$ cat src/rtl/mem_port_arbiter.sv
// Two-master arbiter in front of a single-port 256x16 synchronous RAM (round-robin on ties).
// Define PRIO_PORT_A_EN to give port A fixed priority on ties instead.
module mem_port_arbiter #(
   parameter int ADDR_W = 9,
   parameter int DATA_W = 16,
   parameter int RAM_AW = 8
) (
   input  logic              clk,
   input  logic              reset,
   input  logic [1:0]        a_cmd,
   input  logic [ADDR_W-1:0] a_addr,
   input  logic [DATA_W-1:0] a_wdata,
   output logic              a_grant,
   output logic              a_rvalid,
   output logic [DATA_W-1:0] a_rdata,
   input  logic [1:0]        b_cmd,
   input  logic [ADDR_W-1:0] b_addr,
   input  logic [DATA_W-1:0] b_wdata,
   output logic              b_grant,
   output logic              b_rvalid,
   output logic [DATA_W-1:0] b_rdata,
   output logic [RAM_AW-1:0] ram_addr,
   output logic              ram_write,
   output logic [DATA_W-1:0] ram_din,
   input  logic [DATA_W-1:0] ram_dout
);

   localparam logic [1:0] MREAD  = 2'd1;
   localparam logic [1:0] MWRITE = 2'd3;
   localparam logic       PORT_A = 1'b0;
   localparam logic       PORT_B = 1'b1;

   typedef enum logic [1:0] {
      IDLE,
      ISSUE,
      RDWAIT
   } state_t;

   state_t              state_q, state_d;
   logic                owner_q, owner_d;
   logic                wr_q, wr_d;
   logic [RAM_AW-1:0]   addr_q, addr_d;
   logic [DATA_W-1:0]   wdata_q, wdata_d;
   logic [DATA_W-1:0]   a_rdata_q, a_rdata_d;
   logic [DATA_W-1:0]   b_rdata_q, b_rdata_d;
   logic                a_rvalid_q, a_rvalid_d;
   logic                b_rvalid_q, b_rvalid_d;
`ifndef PRIO_PORT_A_EN
   logic                last_winner_q, last_winner_d;
`endif

   logic a_valid, b_valid, pick_b;

   // I/O-space requests (address MSB set) are invisible to this block.
   assign a_valid = ((a_cmd == MREAD) || (a_cmd == MWRITE)) && !a_addr[ADDR_W-1];
   assign b_valid = ((b_cmd == MREAD) || (b_cmd == MWRITE)) && !b_addr[ADDR_W-1];

   // NOTE: every signal written here gets a default first so no latch is inferred.
   always_comb begin
      state_d    = state_q;
      owner_d    = owner_q;
      wr_d       = wr_q;
      addr_d     = addr_q;
      wdata_d    = wdata_q;
      a_rdata_d  = a_rdata_q;
      b_rdata_d  = b_rdata_q;
      a_rvalid_d = 1'b0;
      b_rvalid_d = 1'b0;
`ifndef PRIO_PORT_A_EN
      last_winner_d = last_winner_q;
`endif
      pick_b     = 1'b0;
      a_grant    = 1'b0;
      b_grant    = 1'b0;
      ram_write  = 1'b0;

      case (state_q)
         IDLE: begin
            if (a_valid || b_valid) begin
               if (a_valid && b_valid) begin
`ifdef PRIO_PORT_A_EN
                  pick_b = 1'b0;
`else
                  pick_b = (last_winner_q == PORT_A);
`endif
               end else begin
                  pick_b = b_valid;
               end
               owner_d = pick_b ? PORT_B : PORT_A;
               wr_d    = pick_b ? (b_cmd == MWRITE) : (a_cmd == MWRITE);
               addr_d  = pick_b ? b_addr[RAM_AW-1:0] : a_addr[RAM_AW-1:0];
               wdata_d = pick_b ? b_wdata : a_wdata;
`ifndef PRIO_PORT_A_EN
               last_winner_d = owner_d;
`endif
               state_d = ISSUE;
            end
         end
         ISSUE: begin
            a_grant   = (owner_q == PORT_A);
            b_grant   = (owner_q == PORT_B);
            ram_write = wr_q;
            state_d   = wr_q ? IDLE : RDWAIT;
         end
         RDWAIT: begin
            // RAM output is valid now; rvalid is registered so it lands in the next IDLE.
            if (owner_q == PORT_B) begin
               b_rdata_d  = ram_dout;
               b_rvalid_d = 1'b1;
            end else begin
               a_rdata_d  = ram_dout;
               a_rvalid_d = 1'b1;
            end
            state_d = IDLE;
         end
         default: state_d = IDLE;
      endcase
   end

   // NOTE: sequential state uses non-blocking assignments only, so all flops update together.
   always_ff @(posedge clk or posedge reset) begin
      if (reset) begin
         state_q    <= IDLE;
         owner_q    <= PORT_A;
         wr_q       <= 1'b0;
         addr_q     <= '0;
         wdata_q    <= '0;
         a_rdata_q  <= '0;
         b_rdata_q  <= '0;
         a_rvalid_q <= 1'b0;
         b_rvalid_q <= 1'b0;
`ifndef PRIO_PORT_A_EN
         last_winner_q <= PORT_B;
`endif
      end else begin
         state_q    <= state_d;
         owner_q    <= owner_d;
         wr_q       <= wr_d;
         addr_q     <= addr_d;
         wdata_q    <= wdata_d;
         a_rdata_q  <= a_rdata_d;
         b_rdata_q  <= b_rdata_d;
         a_rvalid_q <= a_rvalid_d;
         b_rvalid_q <= b_rvalid_d;
`ifndef PRIO_PORT_A_EN
         last_winner_q <= last_winner_d;
`endif
      end
   end

   assign a_rvalid = a_rvalid_q;
   assign b_rvalid = b_rvalid_q;
   assign a_rdata  = a_rdata_q;
   assign b_rdata  = b_rdata_q;
   assign ram_addr = addr_q;
   assign ram_din  = wdata_q;

endmodule

$ cat config.mk
export PLATFORM = sky130hd
export DESIGN_NAME = mem_port_arbiter
export DESIGN_NICKNAME = d
export VERILOG_FILES = /design/src/rtl/mem_port_arbiter.sv
export SDC_FILE = /design/constraint.sdc
export NUM_CORES = 1
export LEC_CHECK = 0
export CAP_MARGIN = 20
export CORE_MARGIN = 2
export CORE_UTILIZATION = 35
export CTS_CLUSTER_SIZE = 16
export DETAILED_ROUTE_END_ITERATION = 10
export PLACE_DENSITY = 0.82
export RECOVER_POWER = 50
export SLEW_MARGIN = 5
export SYNTH_ARGS = -nofsm -noshare
export SYNTH_HDL_FRONTEND = slang
export SYNTH_SLANG_ARGS = --single-unit
$ cat constraint.sdc
create_clock -name clk -period 1.8 [get_ports clk]
set_input_delay 0.36 -clock clk [delete_from_list [all_inputs] [get_ports clk]]
set_output_delay 0.36 -clock clk [all_outputs]
set_load 0.005 [all_outputs]
==> load_flow_metrics.sql, run 1 <==
INSERT INTO impl_metrics (metric_group, metric, value, unit) VALUES
('critical_path', 'critical_path_buf_inv_count', '1', ''),
('sta', 'crit_share_post_route', '0.9155', ''),
('grt', 'wire_length_of_the_first_global_routing_pass', '11.36', 'mm'),
('clock_tree', 'clock_tree_from_tritoncts', 'yes', ''),
('cells_and_area', 'areaGrowthSynthToFinish', '62.48', '%'),
('critical_path', 'critical_path_arrival', '1.29', 'ns'),
('critical_path', 'cp_data_required_time', '1.44', 'ns'),
('floorplan', 'die_ar', '8187', 'µm²'),
('synthesis', 'yosysUniqueCellTypes', '20', ''),
('route', 'routed_wl', '6.782', 'mm'),
('clock_tree', 'clk_root_buffer_cell', 'sky130_fd_sc_hd__clkbuf_8', ''),
('grt', 'largest_net_degree_at_the_start_of_global_routing', '64', ''),
('route', 'vias_per_cell', '4.629', ''),
('floorplan', 'die_w', '90.48', 'µm'),
('grt', 'initial_antenna_violation_count', '0', ''),
('placement', 'dp.final_hpwl', '5.015', 'mm'),
('sta', 'tightestPinTransition', '0.8398', 'ns'),
('route', 'post_drt_wl_per_cell', '13.46', 'µm'),
('sta', 'timing.final.crit_period', '1.648', 'ns'),
('critical_path', 'critical_path.startpoint_type', 'register', ''),
('clock_tree', 'htreeDepth', '3', ''),
('placement', 'io_buffer_count', '132', ''),
('grt', 'grt_overflow_total', '0', ''),
('synthesis', 'syn_area', '2618', 'µm²'),
('synthesis', 'ys_ff_latch', '63', ''),
('clock_tree', 'clkTransAtPathRegs', '0.07', 'ns'),
('critical_path', 'critical-path-max-stage-delay', '0.38', 'ns'),
('clock_tree', 'postCtsHoldBufs', '0', ''),
('critical_path', 'crit_path_cell_trace', 'nand2b_1, nor2_1, dlygate4sd2_1', ''),
('synthesis', 'yosys_warnings', '0', ''),
('min_path', 'hold_class', 'reg -> reg', ''),
('critical_path', 'critical_path.endpoint_type', 'primary output', ''),
('sta', 'slew_headroom', '0.4401', ''),
('floorplan', 'start_util', '0.3609', ''),
('clock_tree', 'clock_sinks', '63', ''),
('clock_tree', 'clk-insertion-delay-late', '0.33', 'ns'),
('sta', 'finalSetupViolations', '0', ''),
('floorplan', 'total_core_area', '7253', 'µm²'),
('cells_and_area', 'fillerInstances', '626', ''),
('sta', 'maxClockFrequency', '606.8', 'MHz'),
('sta', 'rsz0062_at_grt', 'no', ''),
('synthesis', 'avgSynthCellArea', '9.953', 'µm²'),
('clock_tree', 'cts-buffers-inserted', '9', ''),
('grt', 'track_usage', '0.1749', ''),
('route', 'number_of_nets_still_failing_antenna_checks_after_routing', '0', ''),
('synthesis', 'netlist_instances', '263', ''),
('route', 'detail_route.drc_violations', '0', ''),
('power_and_ir_drop', 'power.total', '5755', 'µW'),
('cells_and_area', 'insertedDiodeCount', '0', ''),
('sta', 'worst_clock_skew', '0.009957', 'ns'),
('placement', 'dpl_worst_slack', '-0.07702', 'ns'),
('sta', 'hold_viol_final', '0', ''),
('route', 'drt_first_iter_violations', '72', ''),
('cells_and_area', 'nets', '472', ''),
('cells_and_area', 'final_layout_size_suffix_gt1_frac', '0.1136', ''),
('sta', 'worst_slack', '0.1521', 'ns'),
('cells_and_area', 'mostFrequentLayoutCell', 'sky130_fd_sc_hd__clkdlybuf4s50_1', ''),
('outcome', 'run_status', 'finished, final reports clean', ''),
('critical_path', 'timing_worst_setup_path_type', 'reg -> out', ''),
('route', 'dr_total_vias', '2333', ''),
('grt', 'number_of_global_route_vias_before_repair', '2447', ''),
('synthesis', 'seq_area_frac_synth', '0.6028', ''),
('floorplan', 'floorplan.io_pins', '133', ''),
('route', 'drtPass1Iterations', '4', ''),
('placement', 'gp_congestion', '0.7198', ''),
('synthesis', 'postSynthNetCount', '335', ''),
('sta', 'timing_max_transition_violations_final', '0', ''),
('clock_tree', 'cts_max_path_buffers', '2', ''),
('critical_path', 'cpLargestDelayFamily', 'flip-flops', ''),
('power_and_ir_drop', 'total_leakage_power', '0.001841', 'µW'),
('cells_and_area', 'final_cell_mix', '126 x sky130_fd_sc_hd__clkdlybuf4s50_1, 98 x sky130_fd_sc_hd__nand2_1, 61 x sky130_fd_sc_hd__dfrtp_1', ''),
('job', 'cap_viol_max_count', '0', ''),
('critical_path', 'critical-path-slowest-cell', 'sky130_fd_sc_hd__dfrtp_1', ''),
('critical_path', 'path_max_fanout', '4', ''),
('power_and_ir_drop', 'power_per_cell_area', '1353', 'nW/µm²'),
('floorplan', 'floorplan.die.height', '90.48', 'µm'),
('floorplan', 'core.rowCount', '31', ''),
('sta', 'hold_slack_final', '0.4552', 'ns'),
('power_and_ir_drop', 'max-vdd-ir-drop', '0.0004641', 'V');
-- layout make-up --
type	count	area, µm²	share of cell area
sequential	63	1579	0.3713
tap	99	123.9	0.02913
multi-input combinational	181	928.4	0.2183
inverter	5	22.52	0.005296
clock inverter	6	61.31	0.01442
timing repair buffer	140	1410	0.3316
clock buffer	10	127.6	0.03001
-- where the power goes --
part	switching, µW	leakage (µW)	internal (µW)
combinational	771	0.00102	1480
sequential	325	0.000727	2010
clock	531	0.0000960	634
total	1630	0.00184	4130
-- kinds of logic after synthesis --
family,after synthesis,share of synthesized area
buffers and inverters,19,0.04350
multiplexers,16,0.06883
flip-flops,63,0.6028
AO/OA/AOI/OAI,29,0.07409
AND/OR/NAND/NOR,136,0.2108
-- routing by layer --
layer / track usage / wire length (µm)
met1: 0.1984 / 2732
met2: 0.2879 / 3303
met3: 0.08848 / 628
met4: 0.05385 / 117
met5: 0 / 0
-- final timing paths --
kind | start | cells past startpoint | endpoint | slack [ns]
min in group asynchronous | reset | 3 | b_rdata[12] | 0.80
setup / recovery | state_q[1] | 3 | ram_write | 0.15
hold reg to reg | wr_q | 1 | state_q[1] | 0.46
setup reg to reg | state_q[0] | 4 | a_rdata[2] | 0.17
hold / removal | wr_q | 1 | state_q[1] | 0.46
max in group asynchronous | reset | 3 | owner_q | 0.41
-- state kept, by name (all words and copies together) (netlist names) --
| register | flops |
|---|---|
| b_rdata | 16 |
| wr_q | 1 |
| last_winner_q | 1 |
| a_rvalid | 1 |
| ram_din | 16 |
| state_q | 2 |
| a_rdata | 16 |
| ram_addr | 8 |
| b_rvalid | 1 |
| owner_q | 1 |
-- worst reg2reg max path: stages, from the launching register on --
cell                       delay, ns
sky130_fd_sc_hd__dfrtp_1        0.37
sky130_fd_sc_hd__clkbuf_2       0.16
sky130_fd_sc_hd__nor3b_4        0.18
sky130_fd_sc_hd__clkbuf_2       0.40
sky130_fd_sc_hd__mux2_2         0.40
-- per-stage QoR --
| step | utilization | instances | TNS (ns) | area, µm² |
|---|---|---|---|---|
| 5_1_grt | 0.5863 | 504 | 0 | 4253 |
| 3_5_place_dp | 0.5631 | 488 | -1.056 | 4084 |
| 2_1_floorplan | - | 263 | 0 | 2621 |
| 4_1_cts | 0.5898 | 504 | 0 | 4278 |
| 3_3_place_gp | 0.5631 | 488 | 0 | 4084 |
| 6_report | 0.5863 | 504 | 0 | 4253 |
-- synth_stat cells --
cell | count | area share
sky130_fd_sc_hd__o211ai_1 | 1 | 0.0029
sky130_fd_sc_hd__nor3b_4 | 1 | 0.0072
sky130_fd_sc_hd__buf_6 | 4 | 0.017
sky130_fd_sc_hd__nor2b_1 | 2 | 0.0048
sky130_fd_sc_hd__dfstp_2 | 1 | 0.010
sky130_fd_sc_hd__a211oi_4 | 1 | 0.0076
sky130_fd_sc_hd__nand3b_2 | 1 | 0.0043
sky130_fd_sc_hd__clkinv_1 | 1 | 0.0014
sky130_fd_sc_hd__nand2_1 | 98 | 0.14
sky130_fd_sc_hd__dfrtp_1 | 62 | 0.59
sky130_fd_sc_hd__inv_1 | 4 | 0.0057
sky130_fd_sc_hd__nor2_1 | 29 | 0.042
sky130_fd_sc_hd__mux2_2 | 16 | 0.069
sky130_fd_sc_hd__clkbuf_1 | 2 | 0.0029
sky130_fd_sc_hd__nand2b_1 | 4 | 0.0096
sky130_fd_sc_hd__a31oi_1 | 25 | 0.060
sky130_fd_sc_hd__buf_4 | 1 | 0.0029
sky130_fd_sc_hd__buf_2 | 7 | 0.013
sky130_fd_sc_hd__nand3b_1 | 1 | 0.0029
sky130_fd_sc_hd__o21ai_0 | 2 | 0.0038
-- repair_timing --
item	4_1_cts	5_1_grt
resized for setup	5	0
endpoints found under the setup margin	3	0
buffers inserted	0	0
Note: power is estimated with default switching activity, not from simulation.
==> inputs of run 2 (changes only) <==
--- a/config.mk
+++ b/config.mk
@@ -5,11 +5,14 @@
 export SDC_FILE = /design/constraint.sdc
 export NUM_CORES = 1
 export LEC_CHECK = 0
+export ABC_AREA = 0
 export CAP_MARGIN = 20
 export CORE_MARGIN = 2
 export CORE_UTILIZATION = 35
+export CTS_BUF_LIST = sky130_fd_sc_hd__clkbuf_8
 export CTS_CLUSTER_SIZE = 16
 export DETAILED_ROUTE_END_ITERATION = 10
+export GPL_ROUTABILITY_DRIVEN = 0
 export PLACE_DENSITY = 0.82
 export RECOVER_POWER = 50
 export SLEW_MARGIN = 5
==> run 2 against run 1 <==
Compared with the run above:
- wire length is essentially flat
- largest cell class unchanged
- combinational power is essentially flat
- sequential power hardly changed
- sequential share of layout area stayed put
==> load_flow_metrics.sql, run 2 (synthesis gave the netlist of run 1 again) <==
INSERT INTO impl_metrics (metric_group, metric, value, unit) VALUES
('critical_path', 'cpLargestDelayFamily', 'flip-flops', ''),
('route', 'vias_per_cell', '4.629', ''),
('placement', 'dp.final_hpwl', '5.015', 'mm'),
('clock_tree', 'clk_root_buffer_cell', 'sky130_fd_sc_hd__clkbuf_8', ''),
('power_and_ir_drop', 'power.total', '5749', 'µW'),
('clock_tree', 'cts-buffers-inserted', '9', ''),
('critical_path', 'path_max_fanout', '4', ''),
('critical_path', 'critical_path.startpoint_type', 'register', ''),
('power_and_ir_drop', 'max-vdd-ir-drop', '0.0004641', 'V'),
('outcome', 'run_status', 'finished, final reports clean', ''),
('cells_and_area', 'mostFrequentLayoutCell', 'sky130_fd_sc_hd__clkdlybuf4s50_1', ''),
('route', 'number_of_nets_still_failing_antenna_checks_after_routing', '0', ''),
('sta', 'crit_share_post_route', '0.9155', ''),
('critical_path', 'critical_path_arrival', '1.29', 'ns'),
('sta', 'slew_headroom', '0.4400', ''),
('clock_tree', 'clock_tree_from_tritoncts', 'yes', ''),
('cells_and_area', 'final_cell_mix', '126 x sky130_fd_sc_hd__clkdlybuf4s50_1, 98 x sky130_fd_sc_hd__nand2_1, 61 x sky130_fd_sc_hd__dfrtp_1', ''),
('cells_and_area', 'final_layout_size_suffix_gt1_frac', '0.1136', ''),
('power_and_ir_drop', 'sequential_power_share', '0.407', ''),
('sta', 'timing.final.crit_period', '1.648', 'ns'),
('clock_tree', 'htreeDepth', '3', ''),
('grt', 'grt_overflow_total', '0', ''),
('critical_path', 'timing_worst_setup_path_type', 'reg -> out', ''),
('grt', 'wire_length_of_the_first_global_routing_pass', '11.36', 'mm'),
('job', 'cap_viol_max_count', '0', ''),
('clock_tree', 'postCtsHoldBufs', '0', ''),
('critical_path', 'crit_path_cell_trace', 'nand2b_1, nor2_1, dlygate4sd2_1', ''),
('sta', 'timing_max_transition_violations_final', '0', ''),
('critical_path', 'critical-path-max-stage-delay', '0.38', 'ns'),
('grt', 'initial_antenna_violation_count', '0', ''),
('sta', 'maxClockFrequency', '606.8', 'MHz'),
('cells_and_area', 'final_util', '0.5863', ''),
('critical_path', 'cp_data_required_time', '1.44', 'ns'),
('floorplan', 'core.rowCount', '31', ''),
('power_and_ir_drop', 'total_leakage_power', '0.001845', 'µW'),
('route', 'drtPass1Iterations', '4', ''),
('clock_tree', 'cts_max_path_buffers', '2', ''),
('cells_and_area', 'areaGrowthSynthToFinish', '62.48', '%'),
('floorplan', 'total_core_area', '7253', 'µm²'),
('power_and_ir_drop', 'p_sw_frac', '0.2830', ''),
('cells_and_area', 'insertedDiodeCount', '0', ''),
('critical_path', 'critical_path_buf_inv_count', '1', ''),
('sta', 'rsz0062_at_grt', 'no', ''),
('route', 'detail_route.drc_violations', '0', ''),
('power_and_ir_drop', 'cellInternalPower', '4122', 'µW'),
('route', 'routed_wl', '6.781', 'mm'),
('critical_path', 'critical-path-slowest-cell', 'sky130_fd_sc_hd__dfrtp_1', ''),
('clock_tree', 'clk-insertion-delay-late', '0.33', 'ns'),
('grt', 'number_of_global_route_vias_before_repair', '2447', ''),
('floorplan', 'die_w', '90.48', 'µm'),
('sta', 'tightestPinTransition', '0.8400', 'ns'),
('floorplan', 'start_util', '0.3609', ''),
('critical_path', 'critical_path.endpoint_type', 'primary output', ''),
('placement', 'io_buffer_count', '132', ''),
('power_and_ir_drop', 'power.clock.fraction', '0.202', ''),
('cells_and_area', 'nets', '472', ''),
('floorplan', 'floorplan.die.height', '90.48', 'µm'),
('power_and_ir_drop', 'power_spent_charging_and_discharging_nets', '1627', 'µW'),
('floorplan', 'floorplan.io_pins', '133', ''),
('critical_path', 'setup.reg_to_reg.worst_slack', '0.17', 'ns'),
('route', 'post_drt_wl_per_cell', '13.45', 'µm'),
('clock_tree', 'clock_sinks', '63', ''),
('sta', 'hold_viol_final', '0', ''),
('route', 'drt_first_iter_violations', '72', ''),
('min_path', 'hold_class', 'reg -> reg', ''),
('grt', 'track_usage', '0.1749', ''),
('clock_tree', 'clkTransAtPathRegs', '0.07', 'ns'),
('grt', 'largest_net_degree_at_the_start_of_global_routing', '64', ''),
('sta', 'worst_clock_skew', '0.01013', 'ns'),
('power_and_ir_drop', 'power_per_cell_area', '1352', 'nW/µm²'),
('floorplan', 'die_ar', '8187', 'µm²'),
('sta', 'finalSetupViolations', '0', ''),
('route', 'dr_total_vias', '2333', ''),
('power_and_ir_drop', 'power.share.combinational', '0.392', '');
==> run 2: cell count changes in the layout (fill, tap and decap cells not counted), sizes merged <==
cell	previous run	this run
inv	3	4
clkbuf	13	12
==> run 2: area by class of cell <==
cell class	count	area (µm²)
fill	626	3000
sequential	63	1579
timing repair buffer	140	1410
multi-input combinational	181	928.4
clock buffer	9	123.9
tap	99	123.9
clock inverter	7	65.06
inverter	5	22.52
==> run 2: metrics by stage <==
stage / cell area, µm² / hold WS, ns / worst slack, ns / setup TNS [ns] / std cells
final: 4253 / 0.4552 / 0.1521 / 0 / 504
after floorplan: 2621 / 0.4263 / 0.3663 / 0 / 263
after global placement: 4084 / 0.4411 / 0.004295 / 0 / 488
after detailed placement: 4084 / 0.4611 / -0.07702 / -1.056 / 488
after CTS: 4278 / 0.4487 / 0.1845 / 0 / 504
after global routing: 4253 / 0.4663 / 0.06769 / 0 / 504
==> run 2: what timing repair did <==
item,CTS,global route
gates resized for setup,5,0
endpoints found under the setup margin,3,0
setup buffers,0,0
==> run 2: power by group through the flow <==
stage / sequential, µW / combinational [µW] / clock [µW]
finish: 2340 / 2250 / 1160
global placement: 2340 / 2230 / 0
floorplan: 2390 / 724 / 0
CTS: 2350 / 2310 / 1190
detailed placement: 2370 / 2300 / 0
global route: 2420 / 2460 / 1270
==> run 2: final timing paths <==
path                             from     endpoint  cells past startpoint
setup / recovery           state_q[1]    ram_write                      3
hold / removal                   wr_q   state_q[1]                      1
setup reg to reg           state_q[0]   a_rdata[2]                      4
hold reg to reg                  wr_q   state_q[1]                      1
max in group asynchronous       reset      owner_q                      3
min in group asynchronous       reset  b_rdata[12]                      3
==> run 2: metal layers <==
metal | part of all wire | vias to the layer above | track usage
li1 | - | 1132 | -
met5 | 0 | - | 0
met2 | 0.49 | 105 | 0.2879
met3 | 0.093 | 10 | 0.08848
met4 | 0.017 | 0 | 0.05385
met1 | 0.40 | 1086 | 0.1984
==> inputs of run 3 (changes only) <==
==> constraint.sdc (replaced) <==
create_clock -name clk -period 1.34 [get_ports clk]
set_input_delay 0.268 -clock clk [delete_from_list [all_inputs] [get_ports clk]]
set_output_delay 0.268 -clock clk [all_outputs]
set_load 0.005 [all_outputs]
==> run 3 against run 2 <==
Compared with the run above:
- the run now ends with negative setup slack left
- design area up 8.2%
- setup slack worse by 0.23 ns
- sequential power up 36%
- clock skew down 0.0038 ns
- utilization up 4.8 points
==> load_flow_metrics.sql, run 3 (synthesis gave the netlist of run 1 again) <==
INSERT INTO impl_metrics (metric_group, metric, value, unit) VALUES
('outcome', 'run_status', 'complete, but fails checks', ''),
('outcome', 'failed_checks', 'negative setup slack', ''),
('critical_path', 'critical-path-max-stage-delay', '0.43', 'ns'),
('grt', 'initial_antenna_violation_count', '0', ''),
('sta', 'finalSetupViolations', '44', ''),
('cells_and_area', 'final_layout_size_suffix_gt1_frac', '0.2209', ''),
('sta', 'hold_slack_final', '0.4681', 'ns'),
('route', 'drtPass1Iterations', '4', ''),
('floorplan', 'core.rowCount', '31', ''),
('floorplan', 'die_w', '90.48', 'µm'),
('clock_tree', 'cts-buffers-inserted', '9', ''),
('grt', 'wire_length_of_the_first_global_routing_pass', '12.52', 'mm'),
('job', 'cap_viol_max_count', '0', ''),
('cells_and_area', 'nets', '497', ''),
('critical_path', 'critical_path_buf_inv_count', '2', ''),
('grt', 'track_usage', '0.1931', ''),
('route', 'dr_total_vias', '2512', ''),
('floorplan', 'start_util', '0.3609', ''),
('floorplan', 'floorplan.io_pins', '133', ''),
('placement', 'dp.final_hpwl', '5.216', 'mm'),
('cells_and_area', 'final_util', '0.6345', ''),
('clock_tree', 'htreeDepth', '3', ''),
('clock_tree', 'clk-insertion-delay-late', '0.33', 'ns'),
('sta', 'hold_viol_final', '0', ''),
('critical_path', 'cpLargestDelayFamily', 'flip-flops', ''),
('cells_and_area', 'insertedDiodeCount', '0', ''),
('cells_and_area', 'mostFrequentLayoutCell', 'sky130_fd_sc_hd__nand2_1', ''),
('critical_path', 'cp_data_required_time', '1.56', 'ns'),
('grt', 'grt_overflow_total', '0', ''),
('critical_path', 'path_max_fanout', '17', ''),
('critical_path', 'critical_path.endpoint_type', 'register', ''),
('route', 'routed_wl', '7.798', 'mm'),
('sta', 'worst_clock_skew', '0.006296', 'ns'),
('route', 'drt_first_iter_violations', '61', ''),
('critical_path', 'timing_worst_setup_path_type', 'reg -> reg', ''),
('sta', 'rsz0062_at_grt', 'yes', ''),
('clock_tree', 'postCtsHoldBufs', '0', ''),
('grt', 'number_of_global_route_vias_before_repair', '2581', ''),
('route', 'detail_route.drc_violations', '0', ''),
('placement', 'io_buffer_count', '132', ''),
('floorplan', 'floorplan.die.height', '90.48', 'µm'),
('critical_path', 'critical_path_arrival', '1.63', 'ns'),
('clock_tree', 'cts_max_path_buffers', '2', ''),
('cells_and_area', 'final_cell_mix', '97 x sky130_fd_sc_hd__nand2_1, 67 x sky130_fd_sc_hd__clkdlybuf4s50_1, 60 x sky130_fd_sc_hd__dfrtp_1', ''),
('power_and_ir_drop', 'power_per_cell_area', '1732', 'nW/µm²'),
('min_path', 'hold_class', 'reg -> reg', ''),
('grt', 'largest_net_degree_at_the_start_of_global_routing', '33', ''),
('route', 'number_of_nets_still_failing_antenna_checks_after_routing', '0', ''),
('sta', 'maxClockFrequency', '707.2', 'MHz'),
('clock_tree', 'clkTransAtPathRegs', '0.07', 'ns'),
('floorplan', 'die_ar', '8187', 'µm²'),
('floorplan', 'total_core_area', '7253', 'µm²'),
('cells_and_area', 'fillerInstances', '598', ''),
('power_and_ir_drop', 'total_leakage_power', '0.002128', 'µW'),
('clock_tree', 'clock_tree_from_tritoncts', 'yes', ''),
('route', 'post_drt_wl_per_cell', '14.74', 'µm'),
('sta', 'timing.final.crit_period', '1.414', 'ns'),
('clock_tree', 'clock_sinks', '63', ''),
('route', 'vias_per_cell', '4.749', ''),
('critical_path', 'crit_path_cell_trace', 'buf_6, nor3b_4, buf_12, mux2_2', ''),
('critical_path', 'critical-path-slowest-cell', 'sky130_fd_sc_hd__dfrtp_2', ''),
('cells_and_area', 'areaGrowthSynthToFinish', '75.81', '%'),
('power_and_ir_drop', 'max-vdd-ir-drop', '0.0007173', 'V'),
('sta', 'crit_share_post_route', '1.055', ''),
('sta', 'worst_slack', '-0.07407', 'ns'),
('sta', 'tightestPinTransition', '0.7920', 'ns'),
('critical_path', 'critical_path.startpoint_type', 'register', ''),
('clock_tree', 'clk_root_buffer_cell', 'sky130_fd_sc_hd__clkbuf_8', ''),
('sta', 'timing_max_transition_violations_final', '0', ''),
('sta', 'slew_headroom', '0.4720', '');
-- run 3: changes by cell type in the layout (fill, tap and decap cells not counted), moves of 5 or more --
cell	change
sky130_fd_sc_hd__nor2_2	+5
sky130_fd_sc_hd__nor2_1	-11
sky130_fd_sc_hd__dlygate4sd2_1	+54
sky130_fd_sc_hd__nor2_4	+6
sky130_fd_sc_hd__buf_4	+17
sky130_fd_sc_hd__mux2_4	+15
sky130_fd_sc_hd__mux2_2	-15
sky130_fd_sc_hd__clkdlybuf4s50_1	-59
-- run 3: worst reg2reg max path, cell delays in order, from the launching register on --
cell,delay [ns]
sky130_fd_sc_hd__dfrtp_2,0.43
sky130_fd_sc_hd__buf_6,0.12
sky130_fd_sc_hd__nor3b_4,0.20
sky130_fd_sc_hd__buf_12,0.21
sky130_fd_sc_hd__mux2_2,0.35
-- run 3: report_power, final --
group          leakage [µW]  switching [µW]  internal, µW  total [µW]
registers          0.000725             484          2710        3190
logic               0.00130            1220          1980        3200
clock network      0.000100             739           845        1580
total               0.00213            2440          5530        7970
-- run 3: area by class of cell --
type | instances | area (µm²) | share of cell area
clock buffer | 9 | 123.9 | 0.02692
multi-input combinational | 181 | 1092 | 0.2374
timing repair buffer | 165 | 1595 | 0.3467
clock inverter | 7 | 65.06 | 0.01414
tap | 99 | 123.9 | 0.02692
sequential | 63 | 1580 | 0.3434
inverter | 5 | 21.27 | 0.004622
-- run 3: repair_timing --
action                                  in CTS  in global routing
resized for setup                           92                 44
pin swaps                                    1                  1
endpoints found under the setup margin     121                 46
setup buffers                               13                  2
gates cloned                                 4                  0
-- run 3: final timing paths --
path                             start     endpoint  cells after the start  slack (ns)
setup / recovery            state_q[0]  a_rdata[11]                      4       -0.07
hold / removal             b_rdata[12]  b_rdata[12]                      2        0.47
setup reg to reg            state_q[0]  a_rdata[11]                      4       -0.07
hold reg to reg            b_rdata[12]  b_rdata[12]                      2        0.47
max in group asynchronous        reset   state_q[0]                      3        0.11
min in group asynchronous        reset  a_rdata[11]                      3        0.67
-- run 3: metal layers --
layer / global-route usage / routed length, µm
met4: 0.06795 / 176
met5: 0 / 0
met3: 0.07513 / 679
met1: 0.2332 / 3307
met2: 0.3147 / 3635
-- run 3: metrics by stage --
| step | setup TNS (ns) | worst slack [ns] | instance area [µm²] | cells | power (µW) |
|---|---|---|---|---|---|
| after global placement | -11.09 | -0.3534 | 4184 | 498 | 6207 |
| after global routing | -5.807 | -0.1502 | 4602 | 529 | 8479 |
| final | -1.788 | -0.07407 | 4602 | 529 | 7970 |
| after detailed placement | -13.29 | -0.4395 | 4184 | 498 | 6340 |
| after floorplan | -0.6728 | -0.07475 | 2621 | 263 | 4185 |
| after CTS | -3.196 | -0.1199 | 4592 | 531 | 7878 |
==> RTL edit, RTL diff (config.mk and constraints of run 3) <==
Re-encode `state_t` (3 states) as one-hot, 3 bits wide.
--- a/src/rtl/mem_port_arbiter.sv
+++ b/src/rtl/mem_port_arbiter.sv
@@ -32,6 +32,6 @@
 
-   typedef enum logic [1:0] {
-      IDLE,
-      ISSUE,
-      RDWAIT
+   typedef enum logic [2:0] {
+      IDLE   = 3'b001,
+      ISSUE  = 3'b010,
+      RDWAIT = 3'b100
    } state_t;
Behaviour: no difference found for any inputs over 10 cycles, from zero or initial values and one cycle with reset high; not proved beyond that.
==> RTL edit against run 3 <==
The run still ends with negative setup slack left; die area is 2.1% higher; cell area grew 11%; via count decreased by 7.1%; synthesized area increased by 2.2%; setup slack got worse by 0.20 ns; sequential cell count grew 1; sequential power increased by 2%; global-route usage increased by 0.67 points; highest routed layer unchanged; wire length grew 6.7%; total power grew 11%; hold slack worse by 0.0088 ns; critical path depth rose by 2.
==> RTL edit: results (changes against run 3) <==
DP Cell Count=433 (was 498); GRT Util Overall=20.0% (was 19.3%); post-DP HPWL=4.61 mm (was 5.22 mm); Crit-path slowest cell=dfstp_2 (was dfrtp_2); CP startpoint=state_q[0] (unchanged); Hold/Removal Path Class=flop to flop (unchanged); Bufs on Longest Clock Path=2 (unchanged); Synth Net Count=274 (was 335); Clk pin slew, worst setup/hold paths=0.07 ns (about the same); Worst Reg-to-Reg Cells=6 (was 4); clock latency on the worst-skew pair=0.33 ns (about the same); share of cells above drive strength 1=40.1% (was 22.1%); PnR worst setup slack=-0.279 ns (was -0.0741 ns); Initial DRC Count=53 (was 61); Worst setup endpoint=a_rdata[3] (was a_rdata[11]); vias in the first global route=2,618 (was 2,581); most common library cells after synthesis=62 x dfrtp_1, 34 x mux2_2, 28 x nor2_1 (was 98 x nand2_1, 62 x dfrtp_1, 29 x nor2_1); failing checks=negative setup slack (unchanged); final setup vio count=61 (was 44); clock skew=0.00770 ns (was 0.00630 ns); TritonCTS Buffers=9 (unchanged); initial antenna violation count=0 (unchanged); Peak VDD IR=0.00102 V (was 0.000717 V); leakage=0.00233 µW (was 0.00213 µW); status=finished with violations (unchanged); post-synthesis sequential area ratio=60.0% (was 60.3%); post-synthesis area per instance=13.2 µm² (was 9.95 µm²); Nets=447 (was 497); maximum fanout along the worst path=8 (was 17); pin count of the biggest net entering global routing=36 (was 33); Vias=2,333 (was 2,512); post-synth cell types=22 (was 20); Layout fillers=514 (was 598); Crit path largest cell delay=0.37 ns (was 0.43 ns); Port Buffers=132 (unchanged); Root Buffer=clkbuf_8 (unchanged); top post-synthesis cells by area=dfrtp_1 58%, mux2_2 14%, mux2i_1 9.0%, a21oi_1 4.5%, nor2_1 3.9% (was dfrtp_1 59%, nand2_1 14%, mux2_2 6.9%, a31oi_1 6.0%, nor2_1 4.2%); critical path arrival=1.83 ns (was 1.63 ns); DRT Pass-1 Iters=4 (unchanged); Yosys warnings=0 (unchanged); Antenna diodes=0 (unchanged); number of H-tree levels=3 (unchanged); Final Max Slew Viols=0 (unchanged); Place WS=-0.512 ns (was -0.440 ns); ys async rst share=100% (unchanged); first-pass GRT wire length=13.0 mm (was 12.5 mm); non-filler instance count after layout=478 (was 529); slew margin rel.=48.9% (was 47.2%); Routed WL=8.32 mm (was 7.80 mm)
==> RTL edit: layer usage <==
layer,routed length (µm),track usage (%),vias up
li1,-,-,1054
met1,3350,23.3,1162
met2,4290,33.9,107
met3,592,7.63,10
met4,85,6.06,0
met5,0,0,-
==> RTL edit: worst min-delay path by stage <==
stage / start / to / slack [ns] / cells after the start
after floorplan: reset / a_rdata[0] / 0.40 / 1
final: wr_q / state_q[2] / 0.46 / 1
after global routing: a_cmd[0] / wr_q / 0.48 / 3
after detailed placement: wr_q / state_q[2] / 0.46 / 1
after global placement: wr_q / state_q[2] / 0.45 / 1
after CTS: reset / wr_q / 0.35 / 3
==> RTL edit: stage by stage <==
stage / cell area, µm² / TNS [ns]
floorplan: 2680 / -2.65
global placement: 4200 / -17.01
detailed placement: 4200 / -18.83
CTS: 4940 / -12.19
global route: 5110 / -13.44
finish: 5110 / -10.60
==> RTL edit: worst max-delay path, delay by kind of cell, from the launching register on <==
family | cells | cell delay (ns)
buf+inv | 4 | 0.57
simple gates | 1 | 0.25
flops | 1 | 0.37
mux | 1 | 0.30
==> RTL edit: timing repair <==
action	4_1_cts	5_1_grt
hold buffers	0	0
setup buffers	20	4
pin swaps	5	6
gates resized for setup	146	51
endpoints found under the setup margin	120	62
gates cloned	8	3
==> RTL edit: area by class of cell <==
type | instances | share of cell area (%)
clock buffer | 10 | 2.70
tap | 99 | 2.43
multi-input combinational | 124 | 26.4
clock inverter | 5 | 0.956
inverter | 2 | 0.172
sequential | 64 | 31.4
timing repair buffer | 174 | 35.9
==> RTL edit: logic make-up (layout without fill, tap and decap cells) <==
| family | count (synthesis) | in the layout | synth area share (%) |
|---|---|---|---|
| buffers and inverters | 14 | 191 | 3.74 |
| muxes | 58 | 58 | 23.3 |
| and+or+nand+nor | 37 | 37 | 6.97 |
| DFF | 64 | 64 | 60.0 |
| AOI/OAI and AO/OA | 29 | 29 | 6.03 |
==> RTL edit: power breakdown <==
part           leakage [µW]  internal [µW]  switching [µW]  total (µW)
Clock              0.000103            883             724        1610
Sequential         0.000797           2720             522        3250
Combinational       0.00143           2480            1510        3990
